**src/rtl/serial_comma_aligner.sv**
```systemverilog
// Serial 8b/10b comma aligner: hunts for K28.5, locks the 10-bit boundary and emits aligned code groups.
// Optional: define COMMA_BOTH_POL_EN to also accept the RD+ K28.5 pattern.
module serial_comma_aligner #(
  parameter int unsigned LOCK_COUNT = 4,
  parameter int unsigned ERR_LIMIT  = 3
) (
  input  logic       clk,
  input  logic       rst,
  input  logic       enb,
  input  logic       serialIn,
  output logic [9:0] dataOut,
  output logic       validOut,
  output logic       commaDet,
  output logic       locked,
  output logic [1:0] state
);

  typedef enum logic [1:0] {
    ST_HUNT   = 2'b00,
    ST_SYNC   = 2'b01,
    ST_LOCKED = 2'b10
  } state_e;

  localparam logic [9:0] K28P5_RDN   = 10'b0011111010;
  localparam logic [9:0] K28P5_RDP   = 10'b1100000101;
  localparam logic [3:0] LOCK_CNT_C  = 4'(LOCK_COUNT);
  localparam logic [3:0] ERR_LIMIT_C = 4'(ERR_LIMIT);

  function automatic logic is_comma(input logic [9:0] w);
`ifdef COMMA_BOTH_POL_EN
    is_comma = (w == K28P5_RDN) || (w == K28P5_RDP);
`else
    is_comma = (w == K28P5_RDN);
`endif
  endfunction

  logic [8:0] sr_q, sr_d;
  logic [3:0] bit_cnt_q, bit_cnt_d;
  logic [3:0] comma_cnt_q, comma_cnt_d;
  logic [3:0] err_cnt_q, err_cnt_d;
  state_e     state_q, state_d;
  logic [9:0] data_q, data_d;
  logic       valid_q, valid_d;
  logic       comma_det_q, comma_det_d;
  logic       locked_q, locked_d;

  logic [9:0] window_s;
  logic       comma_s;
  logic       boundary_s;

  // Next-state logic: window shift, boundary counter, lock state machine and output strobes.
  always_comb begin
    window_s    = {sr_q, serialIn};
    comma_s     = is_comma(window_s);
    boundary_s  = (bit_cnt_q == 4'd9);
    sr_d        = sr_q;
    bit_cnt_d   = bit_cnt_q;
    comma_cnt_d = comma_cnt_q;
    err_cnt_d   = err_cnt_q;
    state_d     = state_q;
    data_d      = data_q;
    valid_d     = 1'b0;
    comma_det_d = 1'b0;

    if (enb) begin
      sr_d        = window_s;
      comma_det_d = comma_s;
      bit_cnt_d   = boundary_s ? 4'd0 : bit_cnt_q + 4'd1;
      case (state_q)
        ST_HUNT: begin
          if (comma_s) begin
            bit_cnt_d   = 4'd0;
            data_d      = window_s;
            valid_d     = 1'b1;
            comma_cnt_d = 4'd1;
            if (LOCK_CNT_C <= 4'd1) begin
              state_d   = ST_LOCKED;
              err_cnt_d = 4'd0;
            end else begin
              state_d   = ST_SYNC;
            end
          end else begin
            state_d = ST_HUNT;
          end
        end
        ST_SYNC: begin
          if (comma_s && !boundary_s) begin
            // Comma off the current boundary: restart the count on the new phase.
            bit_cnt_d   = 4'd0;
            data_d      = window_s;
            valid_d     = 1'b1;
            comma_cnt_d = 4'd1;
          end else if (boundary_s) begin
            data_d  = window_s;
            valid_d = 1'b1;
            if (comma_s) begin
              comma_cnt_d = comma_cnt_q + 4'd1;
              if ((comma_cnt_q + 4'd1) >= LOCK_CNT_C) begin
                state_d   = ST_LOCKED;
                err_cnt_d = 4'd0;
              end else begin
                state_d   = ST_SYNC;
              end
            end else begin
              comma_cnt_d = comma_cnt_q;
            end
          end else begin
            state_d = ST_SYNC;
          end
        end
        ST_LOCKED: begin
          if (boundary_s) begin
            data_d  = window_s;
            valid_d = 1'b1;
            if (comma_s) begin
              err_cnt_d = 4'd0;
            end else begin
              err_cnt_d = err_cnt_q;
            end
          end else if (comma_s) begin
            if ((err_cnt_q + 4'd1) >= ERR_LIMIT_C) begin
              bit_cnt_d   = 4'd0;
              data_d      = window_s;
              valid_d     = 1'b1;
              comma_cnt_d = 4'd1;
              err_cnt_d   = 4'd0;
              state_d     = ST_SYNC;
            end else begin
              err_cnt_d   = err_cnt_q + 4'd1;
            end
          end else begin
            state_d = ST_LOCKED;
          end
        end
        default: begin
          state_d = ST_HUNT;
        end
      endcase
    end else begin
      sr_d = sr_q;
    end

    locked_d = (state_d == ST_LOCKED);
  end

  // State and output registers with synchronous reset.
  always_ff @(posedge clk) begin
    if (rst) begin
      sr_q        <= 9'd0;
      bit_cnt_q   <= 4'd0;
      comma_cnt_q <= 4'd0;
      err_cnt_q   <= 4'd0;
      state_q     <= ST_HUNT;
      data_q      <= 10'h000;
      valid_q     <= 1'b0;
      comma_det_q <= 1'b0;
      locked_q    <= 1'b0;
    end else begin
      sr_q        <= sr_d;
      bit_cnt_q   <= bit_cnt_d;
      comma_cnt_q <= comma_cnt_d;
      err_cnt_q   <= err_cnt_d;
      state_q     <= state_d;
      data_q      <= data_d;
      valid_q     <= valid_d;
      comma_det_q <= comma_det_d;
      locked_q    <= locked_d;
    end
  end

  assign dataOut  = data_q;
  assign validOut = valid_q;
  assign commaDet = comma_det_q;
  assign locked   = locked_q;
  assign state    = state_q;

endmodule

```
**config.mk**
```make
export PLATFORM = sky130hd
export DESIGN_NAME = serial_comma_aligner
export DESIGN_NICKNAME = d
export VERILOG_FILES = /design/src/rtl/serial_comma_aligner.sv
export SDC_FILE = /design/constraint.sdc
export NUM_CORES = 1
export LEC_CHECK = 0
export CAP_MARGIN = 40
export CORE_MARGIN = 2
export CORE_UTILIZATION = 40
export DETAILED_ROUTE_END_ITERATION = 8
export PLACE_DENSITY = 0.6
export SYNTH_ARGS = -nofsm -noshare
export SYNTH_HDL_FRONTEND = slang
export SYNTH_SLANG_ARGS = --single-unit
```
**constraint.sdc**
```tcl
create_clock -name clk -period 2.7 [get_ports clk]
set_input_delay 0.54 -clock clk [delete_from_list [all_inputs] [get_ports clk]]
set_output_delay 0.54 -clock clk [all_outputs]
set_load 0.02 [all_outputs]
```
Word level (Yosys, flattened, before mapping)
Index checks and enable logic that the tools add are counted.
- register bits: 36
- output and inout bits: 15
- word-level logic and storage cells: 89
- $add $sub $neg: 3
- magnitude comparators: 2
- equality and inequality tests: 17
- mux-type cells: 48
- bitwise gates (word level): 1
- reduce and logical (&&, ||, !) cells: 9
- operators with widths (cell ; number):
    4-bit two-way mux ; 21
    10-bit two-way mux ; 6
    10-bit one-hot mux with 3 select lines ; 1
    4-bit one-hot mux with 3 select lines ; 2
    2-bit two-way mux ; 8
    2-bit inequality test, second input constant ; 8
    4-bit by 1-bit adder with 4-bit output, second input constant ; 3
    3-bit inequality test, second input constant ; 4
    10-bit by 8-bit equality test with 1-bit output, second input constant ; 1
    4-bit one-hot mux with 2 select lines ; 1
    8-bit AND reduction ; 1
    1-bit two-way mux ; 7
    7-bit AND reduction ; 1
    2-bit one-hot mux with 3 select lines ; 1
    6-bit AND reduction ; 1
    2-bit equality test, second input constant ; 2
    4-bit equality test, second input constant ; 1
    4-bit by 2-bit greater-or-equal comparator with 1-bit output, second input constant ; 1
    4-bit by 3-bit greater-or-equal comparator with 1-bit output, second input constant ; 1
    1-bit one-hot mux with 3 select lines ; 1
    3-bit nonzero test ; 1
    2-bit by 1-bit equality test with 1-bit output, second input constant ; 1
    2-bit zero test ; 1
    2-bit nonzero test ; 1
    4 further kinds ; 4

Longest topological paths before layout
- depth after elaboration: 9
- mapped depth: 8

Worst setup path after synthesis
OpenSTA, ideal clock, no wires.
- path kind: input to register
- start: input serialIn
- end: register err_cnt_q[1]
- library setup time: 0.128 ns
- data arrival time: 1.704 ns
- path slack: 0.869 ns
- cell stages on the path: 6
- buffers on the path: 0
- cell sequence: and4bb_4 > and4_4 > nand2_1 > a21oi_1 > mux2i_1 > nor2_1
- cells in the longest elaborated chain, start to end: 4
- elaborated cells between the ends (all ways): 6
- ends and longest elaborated chain (item ; RTL line ; text):
    from (decl) ; 10 ; input logic serialIn,
    10-bit by 8-bit equality test with 1-bit output (*) ; 33 ; is_comma = (w == K28P5_RDN);
    1-bit logical AND ; 87 ; if (comma_s && !boundary_s) begin
    2-bit inequality test (no source line) ; - ;
    7-bit AND reduction (no source line) (*) ; - ;
    to (signal assigned) ; 162 ; err_cnt_q <= err_cnt_d;
    to (decl) ; 40 ; logic [3:0] err_cnt_q, err_cnt_d;
Every way passes the cells marked *; elsewhere a longest branch is shown, timed or not.
A chain may end at the register's enable or synchronous reset.

Worst setup path after layout
- start: input serialIn
- end: register comma_cnt_q[2]
- cells in the longest elaborated chain, start to end: 4
- elaborated cells between the ends (all ways): 9
- ends and longest elaborated chain (item ; RTL line ; text):
    10-bit by 8-bit equality test with 1-bit output (*) ; 33 ;
    1-bit logical AND ; 87 ;
    3-bit inequality test (no source line) or 4-bit two-way mux (tied branches) ; - ;
    8-bit AND reduction (no source line) or 4-bit one-hot mux with 3 select lines (tied branches) ; - ;
    to (signal assigned) ; 161 ; comma_cnt_q <= comma_cnt_d;
    to (decl) ; 39 ; logic [3:0] comma_cnt_q, comma_cnt_d;
Marks and branches as above.

==> metrics.txt <==
status finished, final reports clean; CTS Buffer Depth 2; first-pass GRT wire length 6.644 mm; Pre-antenna DRT Iters 4; crit path max-delay cell type clkdlybuf4s50_1; clock root cell clkbuf_8; Starting DRT DRC Count 87; Placement Setup Slack 0.2207 ns; routability congestion estimate 0.9007; antenna cells 0; setup TNS 0 ns; Netlist Area Pre-Place 1862 µm²; worst endpoint data arrival time 2.39 ns; Syn Inst Count 212; clk_skew 0.005591 ns; H-tree depth 2; Worst-path clk slew 0.08 ns; Pwr Total 1.060 mW; hold slack 0.4573 ns; Area after DPL 2103 µm²; min Tclk post-route 2.177 ns; maximum vdd drop 276.5 µV; endpoints failing setup 0; Worst EP required 2.91 ns; Post-CTS Setup Bufs 0; Syn Nets 225; fin area 2215 µm²; Lkg Pwr 0.8475 nW; gr usage total 16.38%; Pwr Density 478.6 nW/µm²; final period utilization 80.62%; Sink Count 36; initial antenna violation count 0; Cell variety after synth 46; final wirelength 3.857 mm; reg-to-reg startpoint bit_cnt_q[1]; Final Hold Fails 0; Clock Latency Late Sink 0.29 ns; drt wl/cell 13.49 µm; Routed Antenna Nets 0; crit-path max FO 8; Worst slew margin 65.82%; CTS tree built; critical path type input port to flip-flop; IO buf count 18; RSZ-0062 raised after global routing no; Synth top area share 38.71%; cts repair resizes 0; Avg Cell Area, Syn 8.782 µm²; Die Ht 72.23 µm; CP startpoint serialIn; DR vias 1,526; io pins 19; sequential fraction of the synthesis area 38.71%; chip width 72.23 µm; FP Rows 24; max cap viols 0; largest cells by area after synthesis dfxtp_1 (39%), mux2i_1 (11%), ha_1 (6.0%); Max Freq 459.4 MHz; Seq cells post-synth 36; layout cell share with drive strength beyond 1 9.402%; area of the core 4414 µm²; Final Slew Violations 0; hold path start dataOut[7]; critical path, cell by cell clkdlybuf4s50_1 -> and4bb_4 -> nand4_4 -> o21ai_1 -> a22oi_2 -> or4_1 -> a21oi_1; # nets final 246; FFs w/ async S/R, synth 0%; hold crit path type flip-flop to flip-flop; DRC violations left 0; vias in the first global route 1,457; Layout area overhead 18.95%; Initial Util 42.18%; synth warn 0; top_reg_cell synth dfxtp_1; EDFF count, synth 0; area leader, netlist dfxtp_1; kind of end point of the critical path flip-flop; Vias/cell 5.336; max incr delay on CP 0.45 ns; worst slew pin tran 0.5111 ns; CTS Hold Bufs 0; Congestion Overflow GR 0; CTS buffer count 5; final worst setup slack 0.5233 ns; largest net degree at the start of global routing 21; HPWL Detailed 2.830 mm; Die ar. 5216 µm²; Startpoint Class input port
[per-stage QoR]
step                      std cells  util [%]
after floorplan                 212         -
after global placement          278     47.65
after detailed placement        278     47.65
after CTS                       286     50.17
after global routing            286     50.17
final                           286     50.17
[power breakdown]
group / switching (mW) / leakage (nW) / total, mW / internal (mW)
clock network: 0.199 / 0.0541 / 0.472 / 0.273
logic: 0.0291 / 0.503 / 0.0473 / 0.0182
registers: 0.00525 / 0.291 / 0.541 / 0.535
total: 0.233 / 0.848 / 1.06 / 0.827
[worst paths after layout]
path,slack [ns],cells past startpoint,endpoint
worst max-delay path,0.52,7,comma_cnt_q[2]
worst min-delay path,0.46,2,dataOut[7]
worst max register to register,0.62,8,comma_cnt_q[2]
worst min register to register,0.46,2,dataOut[7]
[cells in the final DEF, fill, tap and decap left out, types with 2 or more instances in the layout]
| master | instances |
|---|---|
| dfxtp_1 | 36 |
| nand2_1 | 29 |
| nor2_1 | 21 |
| mux2i_1 | 20 |
| clkdlybuf4s50_1 | 18 |
| inv_1 | 10 |
| a21oi_1 | 10 |
| ha_1 | 9 |
| nand3_1 | 7 |
| o21ai_0 | 6 |
| nor3_1 | 5 |
| clkbuf_8 | 5 |
| nand2b_1 | 4 |
| buf_4 | 4 |
| and2_1 | 3 |
| nor2b_1 | 3 |
| a31oi_1 | 3 |
| or2_2 | 2 |
| o21ai_1 | 2 |
| and4bb_4 | 2 |
| a32oi_1 | 2 |
| o211ai_1 | 2 |
| nand4b_1 | 2 |
| and3_1 | 2 |
| o31ai_1 | 2 |
| or4_1 | 2 |
[flip-flops by register name (all words and copies together) (netlist names)]
register / cells
bit_cnt_q: 4
locked: 1
comma_cnt_q: 4
validOut: 1
sr_q: 9
err_cnt_q: 4
state: 2
dataOut: 10
commaDet: 1
[worst max-delay path: cells and delay by family]
kind / cells / cell delay [ns]
AND/OR/NAND/NOR: 3 / 0.94
AO/OA/AOI/OAI: 3 / 0.46
buffers and inverters: 1 / 0.45
[metal layers]
metal	vias up	track usage [%]	wire, µm
li1	788	-	-
met1	694	21.16	1862
met2	35	25.08	1715
met3	9	4.722	181
met4	0	7.966	97
met5	-	0	0
[kinds of logic (layout without fill, tap and decap cells)]
kind of cell / after synthesis / count (layout) / synth area share (%)
simple gates: 91 / 91 / 26.61
compound gates: 37 / 37 / 13.58
flops: 36 / 36 / 38.71
mux: 20 / 20 / 10.75
buf+inv: 18 / 40 / 3.831
fa+ha+maj: 9 / 9 / 6.048
xor+xnor: 1 / 1 / 0.4705
[synth_stat cells (all sizes together), types with 2 or more instances]
library cell / number
mux2i: 20
nand3: 7
and3: 2
nor3: 5
inv: 10
and4bb: 2
o31ai: 2
a32oi: 2
nor2b: 3
nand2b: 4
ha: 9
a22oi: 2
o211ai: 2
nand2: 29
or4: 2
and2: 3
or2: 3
buf: 2
clkbuf: 6
nor2: 22
nand4b: 2
o21ai: 8
a31oi: 3
a21oi: 10
dfxtp: 36
[area by class of cell]
| type | count | area, µm² |
|---|---|---|
| Clock buffer | 5 | 68.82 |
| Clock inverter | 3 | 42.54 |
| Fill cell | 429 | 2200 |
| Inverter | 10 | 37.54 |
| Multi-Input combinational cell | 158 | 1070 |
| Sequential cell | 36 | 720.7 |
| Tap cell | 52 | 65.06 |
| Timing Repair Buffer | 22 | 210.2 |
Power figures use the tool's default switching activity.
